==> src/rtl/mc_pkg.sv <==
// Shared encodings for the multi-cycle MIPS control unit: states, opcode/func
// values, ALU operation codes and datapath mux selector values.
package mc_pkg;

  typedef enum logic [3:0] {
    FETCH, DECODE, MEMADR, MEMRD, MEMWB, MEMWR, RTYPEEX,
    RTYPEWB, IMMEX, IMMWB, BRANCH, JUMP, JAL, JR
  } state_t;

  localparam logic [5:0] OP_RTYPE = 6'b000000;
  localparam logic [5:0] OP_LW    = 6'b100011;
  localparam logic [5:0] OP_SW    = 6'b101011;
  localparam logic [5:0] OP_ADDI  = 6'b001000;
  localparam logic [5:0] OP_SLTI  = 6'b001010;
  localparam logic [5:0] OP_BEQ   = 6'b000100;
  localparam logic [5:0] OP_BNE   = 6'b000101;
  localparam logic [5:0] OP_J     = 6'b000010;
  localparam logic [5:0] OP_JAL   = 6'b000011;

  localparam logic [5:0] FN_ADD = 6'b100000;
  localparam logic [5:0] FN_SUB = 6'b100010;
  localparam logic [5:0] FN_AND = 6'b100100;
  localparam logic [5:0] FN_OR  = 6'b100101;
  localparam logic [5:0] FN_SLT = 6'b101010;
  localparam logic [5:0] FN_JR  = 6'b001000;

  localparam logic [2:0] ALU_ADD = 3'b010;
  localparam logic [2:0] ALU_SUB = 3'b110;
  localparam logic [2:0] ALU_AND = 3'b000;
  localparam logic [2:0] ALU_OR  = 3'b001;
  localparam logic [2:0] ALU_SLT = 3'b111;

  // Coarse ALU intent from the FSM, refined by mc_alu_decode.
  localparam logic [1:0] AOP_ADD  = 2'b00;
  localparam logic [1:0] AOP_SUB  = 2'b01;
  localparam logic [1:0] AOP_FUNC = 2'b10;
  localparam logic [1:0] AOP_SLT  = 2'b11;

  localparam logic [1:0] SRCB_B     = 2'b00;
  localparam logic [1:0] SRCB_FOUR  = 2'b01;
  localparam logic [1:0] SRCB_IMM   = 2'b10;
  localparam logic [1:0] SRCB_IMMSH = 2'b11;

  localparam logic [1:0] DST_RT = 2'b00;
  localparam logic [1:0] DST_RD = 2'b01;
  localparam logic [1:0] DST_RA = 2'b10;

  localparam logic [1:0] M2R_ALUOUT = 2'b00;
  localparam logic [1:0] M2R_MDR    = 2'b01;
  localparam logic [1:0] M2R_PC     = 2'b10;

  localparam logic [1:0] PCSRC_ALU    = 2'b00;
  localparam logic [1:0] PCSRC_ALUOUT = 2'b01;
  localparam logic [1:0] PCSRC_JUMP   = 2'b10;
  localparam logic [1:0] PCSRC_REG    = 2'b11;

  // R-type func codes that take the RTYPEEX/RTYPEWB path (jr is routed separately).
  function automatic logic rtype_alu_func(input logic [5:0] fn);
    return (fn == FN_ADD) || (fn == FN_SUB) || (fn == FN_AND) ||
           (fn == FN_OR)  || (fn == FN_SLT);
  endfunction

endpackage

==> src/rtl/mc_alu_decode.sv <==
// Maps the FSM's coarse ALU request plus the R-type func field to the
// 3-bit ALU operation code.
module mc_alu_decode
  import mc_pkg::*;
(
  input  logic [1:0] aluop,
  input  logic [5:0] func,
  output logic [2:0] alu_operation
);

  always_comb begin
    alu_operation = ALU_ADD;
    case (aluop)
      AOP_ADD: alu_operation = ALU_ADD;
      AOP_SUB: alu_operation = ALU_SUB;
      AOP_SLT: alu_operation = ALU_SLT;
      default: begin
        case (func)
          FN_SUB:  alu_operation = ALU_SUB;
          FN_AND:  alu_operation = ALU_AND;
          FN_OR:   alu_operation = ALU_OR;
          FN_SLT:  alu_operation = ALU_SLT;
          default: alu_operation = ALU_ADD;
        endcase
      end
    endcase
  end

endmodule

==> src/rtl/multicycle_controller.sv <==
// Moore control FSM for the multi-cycle MIPS datapath; memory states stall on
// mem_ready so a slow memory never causes a duplicated or lost write.
module multicycle_controller
  import mc_pkg::*;
#(
  parameter int MEM_WAIT = 1
) (
  input  logic       clk,
  input  logic       rst,
  input  logic [5:0] OPC,
  input  logic [5:0] func,
  input  logic       zero,
  input  logic       mem_ready,
  output logic       PCWrite,
  output logic       IorD,
  output logic       MemRead,
  output logic       MemWrite,
  output logic       IRWrite,
  output logic       RegWrite,
  output logic       ALUsrcA,
  output logic [1:0] ALUsrcB,
  output logic [1:0] RegDst,
  output logic [1:0] MemtoReg,
  output logic [1:0] PCsrc,
  output logic [2:0] ALUoperation,
  output logic       instr_done,
  output logic       illegal
);

  state_t     state, state_next;
  logic       ready;
  logic       pc_write, mem_read, mem_write, ir_write, reg_write, done, bad_op;
  logic       alu_use;
  logic [1:0] aluop;
  logic [2:0] alu_code;

  assign ready = (MEM_WAIT != 0) ? mem_ready : 1'b1;

  always_ff @(posedge clk) begin
    if (!rst) state <= FETCH;
    else      state <= state_next;
  end

  always_comb begin
    state_next = state;
    pc_write   = 1'b0;
    mem_read   = 1'b0;
    mem_write  = 1'b0;
    ir_write   = 1'b0;
    reg_write  = 1'b0;
    done       = 1'b0;
    bad_op     = 1'b0;
    alu_use    = 1'b0;
    aluop      = AOP_ADD;
    IorD       = 1'b0;
    ALUsrcA    = 1'b0;
    ALUsrcB    = SRCB_B;
    RegDst     = DST_RT;
    MemtoReg   = M2R_ALUOUT;
    PCsrc      = PCSRC_ALU;
    case (state)
      FETCH: begin
        mem_read = 1'b1;
        alu_use  = 1'b1;
        ALUsrcB  = SRCB_FOUR;
        ir_write = ready;
        pc_write = ready;
        if (ready) state_next = DECODE;
      end
      DECODE: begin
        alu_use = 1'b1;
        ALUsrcB = SRCB_IMMSH;
        case (OPC)
          OP_LW, OP_SW:     state_next = MEMADR;
          OP_ADDI, OP_SLTI: state_next = IMMEX;
          OP_BEQ, OP_BNE:   state_next = BRANCH;
          OP_J:             state_next = JUMP;
          OP_JAL:           state_next = JAL;
          OP_RTYPE: begin
            if (func == FN_JR)              state_next = JR;
            else if (rtype_alu_func(func)) state_next = RTYPEEX;
            else begin
              bad_op     = 1'b1;
              done       = 1'b1;
              state_next = FETCH;
            end
          end
          default: begin
            bad_op     = 1'b1;
            done       = 1'b1;
            state_next = FETCH;
          end
        endcase
      end
      MEMADR: begin
        alu_use    = 1'b1;
        ALUsrcA    = 1'b1;
        ALUsrcB    = SRCB_IMM;
        state_next = (OPC == OP_SW) ? MEMWR : MEMRD;
      end
      MEMRD: begin
        mem_read = 1'b1;
        IorD     = 1'b1;
        if (ready) state_next = MEMWB;
      end
      MEMWB: begin
        reg_write  = 1'b1;
        MemtoReg   = M2R_MDR;
        done       = 1'b1;
        state_next = FETCH;
      end
      MEMWR: begin
        mem_write = 1'b1;
        IorD      = 1'b1;
        done      = ready;
        if (ready) state_next = FETCH;
      end
      RTYPEEX: begin
        alu_use    = 1'b1;
        ALUsrcA    = 1'b1;
        aluop      = AOP_FUNC;
        state_next = RTYPEWB;
      end
      RTYPEWB: begin
        reg_write  = 1'b1;
        RegDst     = DST_RD;
        done       = 1'b1;
        state_next = FETCH;
      end
      IMMEX: begin
        alu_use    = 1'b1;
        ALUsrcA    = 1'b1;
        ALUsrcB    = SRCB_IMM;
        aluop      = (OPC == OP_SLTI) ? AOP_SLT : AOP_ADD;
        state_next = IMMWB;
      end
      IMMWB: begin
        reg_write  = 1'b1;
        done       = 1'b1;
        state_next = FETCH;
      end
      BRANCH: begin
        alu_use    = 1'b1;
        ALUsrcA    = 1'b1;
        aluop      = AOP_SUB;
        PCsrc      = PCSRC_ALUOUT;
        pc_write   = (OPC == OP_BNE) ? ~zero : zero;
        done       = 1'b1;
        state_next = FETCH;
      end
      JUMP: begin
        PCsrc      = PCSRC_JUMP;
        pc_write   = 1'b1;
        done       = 1'b1;
        state_next = FETCH;
      end
      JAL: begin
        PCsrc      = PCSRC_JUMP;
        pc_write   = 1'b1;
        reg_write  = 1'b1;
        RegDst     = DST_RA;
        MemtoReg   = M2R_PC;
        done       = 1'b1;
        state_next = FETCH;
      end
      JR: begin
        PCsrc      = PCSRC_REG;
        pc_write   = 1'b1;
        done       = 1'b1;
        state_next = FETCH;
      end
      default: state_next = FETCH;
    endcase
  end

  mc_alu_decode u_alu_decode (
    .aluop         (aluop),
    .func          (func),
    .alu_operation (alu_code)
  );

  assign ALUoperation = alu_use ? alu_code : 3'b000;

  // Reset suppresses every state-changing strobe, including mid-instruction.
  assign PCWrite    = rst & pc_write;
  assign MemRead    = rst & mem_read;
  assign MemWrite   = rst & mem_write;
  assign IRWrite    = rst & ir_write;
  assign RegWrite   = rst & reg_write;
  assign instr_done = rst & done;
  assign illegal    = rst & bad_op;

endmodule

==> config.mk <==
export PLATFORM = sky130hd
export DESIGN_NAME = multicycle_controller
export DESIGN_NICKNAME = d
export VERILOG_FILES = /design/src/rtl/mc_pkg.sv /design/src/rtl/mc_alu_decode.sv /design/src/rtl/multicycle_controller.sv
export SDC_FILE = /design/constraint.sdc
export NUM_CORES = 1
export LEC_CHECK = 0
export ABC_AREA = 1
export CAP_MARGIN = 20
export CORE_MARGIN = 4
export CORE_UTILIZATION = 40
export DETAILED_ROUTE_END_ITERATION = 7
export HOLD_SLACK_MARGIN = 0.02
export PLACE_DENSITY = 0.79
export SYNTH_ARGS = -nofsm -noshare
export SYNTH_HDL_FRONTEND = slang
export SYNTH_SLANG_ARGS = --single-unit
export TNS_END_PERCENT = 5
==> constraint.sdc <==
create_clock -name clk -period 1.2 [get_ports clk]
set_input_delay 0.12 -clock clk [delete_from_list [all_inputs] [get_ports clk]]
set_output_delay 0.12 -clock clk [all_outputs]
set_load 0.005 [all_outputs]
Word level (Yosys, flattened, before mapping)
Cells that the tools add are included.
- multiplexer cells: 31
- reductions and logical operators: 21
- bitwise operators: 8
- equality and inequality tests: 32
- operators with widths (cell ; count):
    $eq A6 B6 Y1 const B ; 7
    $pmux W4 S7 ; 1
    $eq A4 B4 Y1 const B ; 6
    $pmux W4 S6 ; 1
    $eq A6 B4 Y1 const B ; 3
    $pmux W2 S3 ; 3
    $eq A4 B3 Y1 const B ; 4
    $mux W4 ; 4
    $reduce_or A2 Y1 ; 7
    $eq A6 B2 Y1 const B ; 2
    $eq A6 B3 Y1 const B ; 2
    $pmux W3 S4 ; 1
    $mux W1 ; 11
    $mux W3 ; 3
    $pmux W3 S3 ; 1
    $eq A4 B2 Y1 const B ; 2
    $pmux W2 S2 ; 2
    $reduce_or A4 Y1 ; 2
    $reduce_or A8 Y1 ; 1
    $and A1 B1 Y1 ; 7
    $reduce_or A7 Y1 ; 1
    $logic_not A6 Y1 ; 1
    $ne A2 B2 Y1 const B ; 3
    $pmux W1 S3 ; 2
    12 further kinds ; 15
- register bits after elaboration: 4
- input port bits: 16
- word-level logic and storage cells: 93
- output and inout bits: 20

Logic depth before layout (Yosys ltp)
- word-level depth: 10
- mapped depth: 11
- depth with buffers taken out: 11

Modules after synthesis
Synthesis repeated with hierarchy kept, for this count alone.
- cell total of the unflattened synthesis: 179
- area total of the unflattened synthesis: 864.6 um^2
- by module, submodules not included (module ; times used ; area an instance (um^2) ; sequential area each (um^2) ; cells an instance):
    multicycle_controller ; 1 ; 734.5 ; 80.1 ; 148
    mc_alu_decode ; 1 ; 130.1 ; 0.0 ; 31

Least setup slack after synthesis
OpenSTA, ideal clock, no wires.
- kind: register to output
- start: register state[0]
- end: output instr_done
- cell stages (with the launch flop): 8
- buffers on the path: 0
- path slack: 15 ps
- data required time: 1080 ps
- arrival time: 1065 ps
- path through: dfxtp_1 > inv_1 > nand2_1 > nor2_1 > nor3_1 > nor2_1 > a21oi_1 > o31ai_1
- longest elaborated chain between the ends: 4
- elaborated cells between the ends (all ways): 12
- those cells by class: eq/ne: 9; mux: 1; bitwise: 1; reduce/logical: 1
- RTL lines (what ; line ; source):
    start, declared ; multicycle_controller.sv:30 ; state_t state, state_next;
    start signal, assigned ; multicycle_controller.sv:41 ; else state <= state_next;
    $eq A4 B4 Y1 / $eq A4 B3 Y1 (equally long branches) ; multicycle_controller.sv:61 ; case (state)
    $reduce_or A7 Y1 (no source line) ; -- ;
    $pmux W1 S3 * ; multicycle_controller.sv:61 ;
    $and A1 B1 Y1 * ; multicycle_controller.sv:190 ; assign instr_done = rst & done;
    end, declared ; multicycle_controller.sv:26 ; output logic instr_done,
Every way passes the cells marked *; elsewhere a longest branch is shown, timed or not.

Worst setup path after layout
- start: register state[2]
- end: output instr_done
The elaborated chain is that of the path after synthesis.

==> metrics.csv <==
metric,value,unit
run_status,"complete, but fails checks",
violations,setup timing,
clk_latency,250,ps
synthTopCellsByArea,"nand2_1 (16%), inv_1 (13%), nor2_1 (12%), dfxtp_1 (11%), nand3_1 (11%)",
syn_area,752.0,um^2
clockPowerShare,23.2,%
route.detailed.wl_per_inst,22.72,um
postRouteAntennaNets,0,
grt_pass1_vias,1576,
vias_per_cell,6.422,
hp-class,primary input to register,
dp_hpwl,2555,um
core,0.001745,mm^2
grt_pass1_wl,7334,um
p_sw_share,43.50,%
end_kind,output pin,
antenna_cells,0,
pwr-share-seq,20.1,%
crit_required,1080,ps
gp_congestion,0.8740,
reg_top3,state x4,
crit_path_top_delay_cell,dfxtp_4,
final_util,95.41,%
area_growth,121.5,%
p_total,0.8063,mW
worstPathMaxFanout,3,
root_buffer,clkbuf_4,
antenna_found_initial,0,
crit_chain,inv_4 -> nor2_4 -> inv_4 -> nor2_4 -> inv_2 -> o211ai_1 -> a21oi_2 -> o31ai_1 -> buf_2,
rsz0062_at_grt,yes,
cts_hold_buf,0,
drt_first_pass_iters,5,
globalRouteOverflowTotal,0,
worst_pin_slew,355.9,ps
ys_seq_area_share,10.65,%
drc,0,
fmax,512.4,MHz
critPathLaunchType,register,
fin_crit,1952,ps
yosysUniqueCellTypes,23,
comb_power_share,56.7,%
crit_buf_inv,4,
io_buffers,35,
max_slew_margin,76.17,%
clockBufferDepth,2,
drv_cap,0,
synth_top_area_share,15.97,%
cts-buffers-inserted,3,
grt_max_degree,7,
num_rows,15,
cpPeakStageDelay,380,ps
tritoncts,built,
route.vias.total,1657,
n_fill_cell,41,
num_io_pins,36,
synthesis.nets,165,
dieWidth,51.36,um
cts.sinks,4,
clk_pin_slew,40,ps
drive_gt1_share,52.79,%
power_density,484.2,mW/mm^2
htreeDepth,1,
yosysWarningCount,0,
nets,251,
switchingPower,0.3508,mW
grt.total_usage,37.39,%
finalSetupTns,-9873,ps
p_leak,0.9115,nW
drv_slew,0,
hold_viol_final,0,
yosys_register_bits,4,
syn_avg_cell_area,5.047,um^2
yosysTopAreaCell,nand2_1,
intPower,0.4556,mW
fin_crit_sh,162.6,%
first_iter_violations,201,
crit_type,register to output pin,
setup_viol,24,
initial_utilization,43.08,%
critPathTopFamily,compound AO/OA/AOI/OAI gates,
die_area,0.002638,mm^2
finClkSkew,0.6506,ps
die_y,51.36,um
regMostFlops,state,
setup_slack,-751.6,ps
wl,5863,um
vdd_drop_max,0.4132,mV
largest_reg_flops,4,
syn_inst,149,
arrival,1830,ps
[power by group through the flow]
stage | combinational (mW) | sequential [mW] | clock, mW
after floorplan | 0.132 | 0.151 | 0
after global placement | 0.333 | 0.152 | 0
after detailed placement | 0.344 | 0.152 | 0
after CTS | 0.380 | 0.156 | 0.177
after global routing | 0.471 | 0.162 | 0.191
final | 0.457 | 0.162 | 0.187
[area by class of cell]
type / instances / area [um^2] / share of cell area, %
multi-input cells: 113 / 729.5 / 43.80
clock buffers: 3 / 22.52 / 1.352
well taps: 25 / 31.28 / 1.878
inverters: 31 / 133.9 / 8.039
flip-flops and latches: 4 / 92.59 / 5.560
repair buffers: 82 / 655.6 / 39.37
[metal layers]
layer | global-route usage, % | wire (um) | up-vias
li1 | - | - | 647
met1 | 37.59 | 1876 | 718
met2 | 68.01 | 2534 | 205
met3 | 6.414 | 773 | 87
met4 | 27.07 | 678 | 0
met5 | 0 | 0 | -
[worst register-to-register path, cell delays in order (launching register included)]
cell and delay (ps):
dfxtp_4 370, inv_4 90, nor2_4 50, buf_4 130
buf_4 130, nand2_4 80, inv_2 50, buf_4 140
buf_4 150, nor3_2 110, nand3_1 120, nand2_1 100
a21oi_1 70
[layout by cell type (no fill, tap or decap), drive strengths merged, types with 2 or more instances in the layout]
cell type,Yosys,final
a21oi,6,6
buf,1,63
clkbuf,0,3
clkdlybuf4s15,0,2
clkdlybuf4s50,0,10
dfxtp,4,4
dlygate4sd2,0,4
dlymetal6s2s,0,3
inv,31,31
nand2,33,33
nand3,16,16
nand3b,2,2
nand4,3,3
nor2,35,35
nor3,5,5
o211ai,4,4
o21ai,4,4
[logic make-up (layout without fill, tap and decap cells)]
group | after synthesis | count (layout) | synth area share [%]
simple gates | 94 | 94 | 57.41
buf+inv | 32 | 116 | 16.47
compound gates | 19 | 19 | 15.48
flops | 4 | 4 | 10.65
[worst paths after layout]
check / startpoint / end / slack (ps) / cells after the start
max: state[2]$_SDFFE_PN0P_ / instr_done / -750 / 9
max reg2reg: state[2]$_SDFFE_PN0P_ / state[0]$_SDFFE_PN0P_ / -490 / 12
min reg2reg: state[0]$_SDFFE_PN0P_ / state[0]$_SDFFE_PN0P_ / 730 / 3
min: OPC[3] / state[1]$_SDFFE_PN0P_ / 660 / 7
[through the flow]
stage / area [um^2] / cells / hold WS (ps) / setup WS, ps
2_1_floorplan: 752.0 / 149 / 217.6 / 15.50
3_3_place_gp: 1419 / 247 / 655.7 / -767.9
3_5_place_dp: 1419 / 247 / 674.1 / -823.7
4_1_cts: 1609 / 256 / 600.4 / -502.9
5_1_grt: 1665 / 258 / 639.2 / -830.3
6_report: 1665 / 258 / 664.7 / -751.6
[synthesized netlist by cell type]
master,count
a41oi_1,1
a31oi_1,1
nand4_1,3
o21ai_1,1
o22ai_1,1
nor3_1,4
nor2_1,25
o21bai_1,1
nand3b_1,2
nand2_2,1
o31ai_1,1
nand2_1,32
o21ai_0,3
nand3_1,16
a21oi_1,6
nor3_2,1
o211ai_1,4
inv_1,26
nor2_2,9
nor2_4,1
buf_4,1
dfxtp_1,4
inv_2,5
[what timing repair did]
action | 4_1_cts | 5_1_grt
endpoints found under the setup margin | 24 | 24
buffers inserted | 6 | 2
pin swaps | 15 | 9
gates resized for setup | 112 | 32
(Power assumes the default switching activity.)
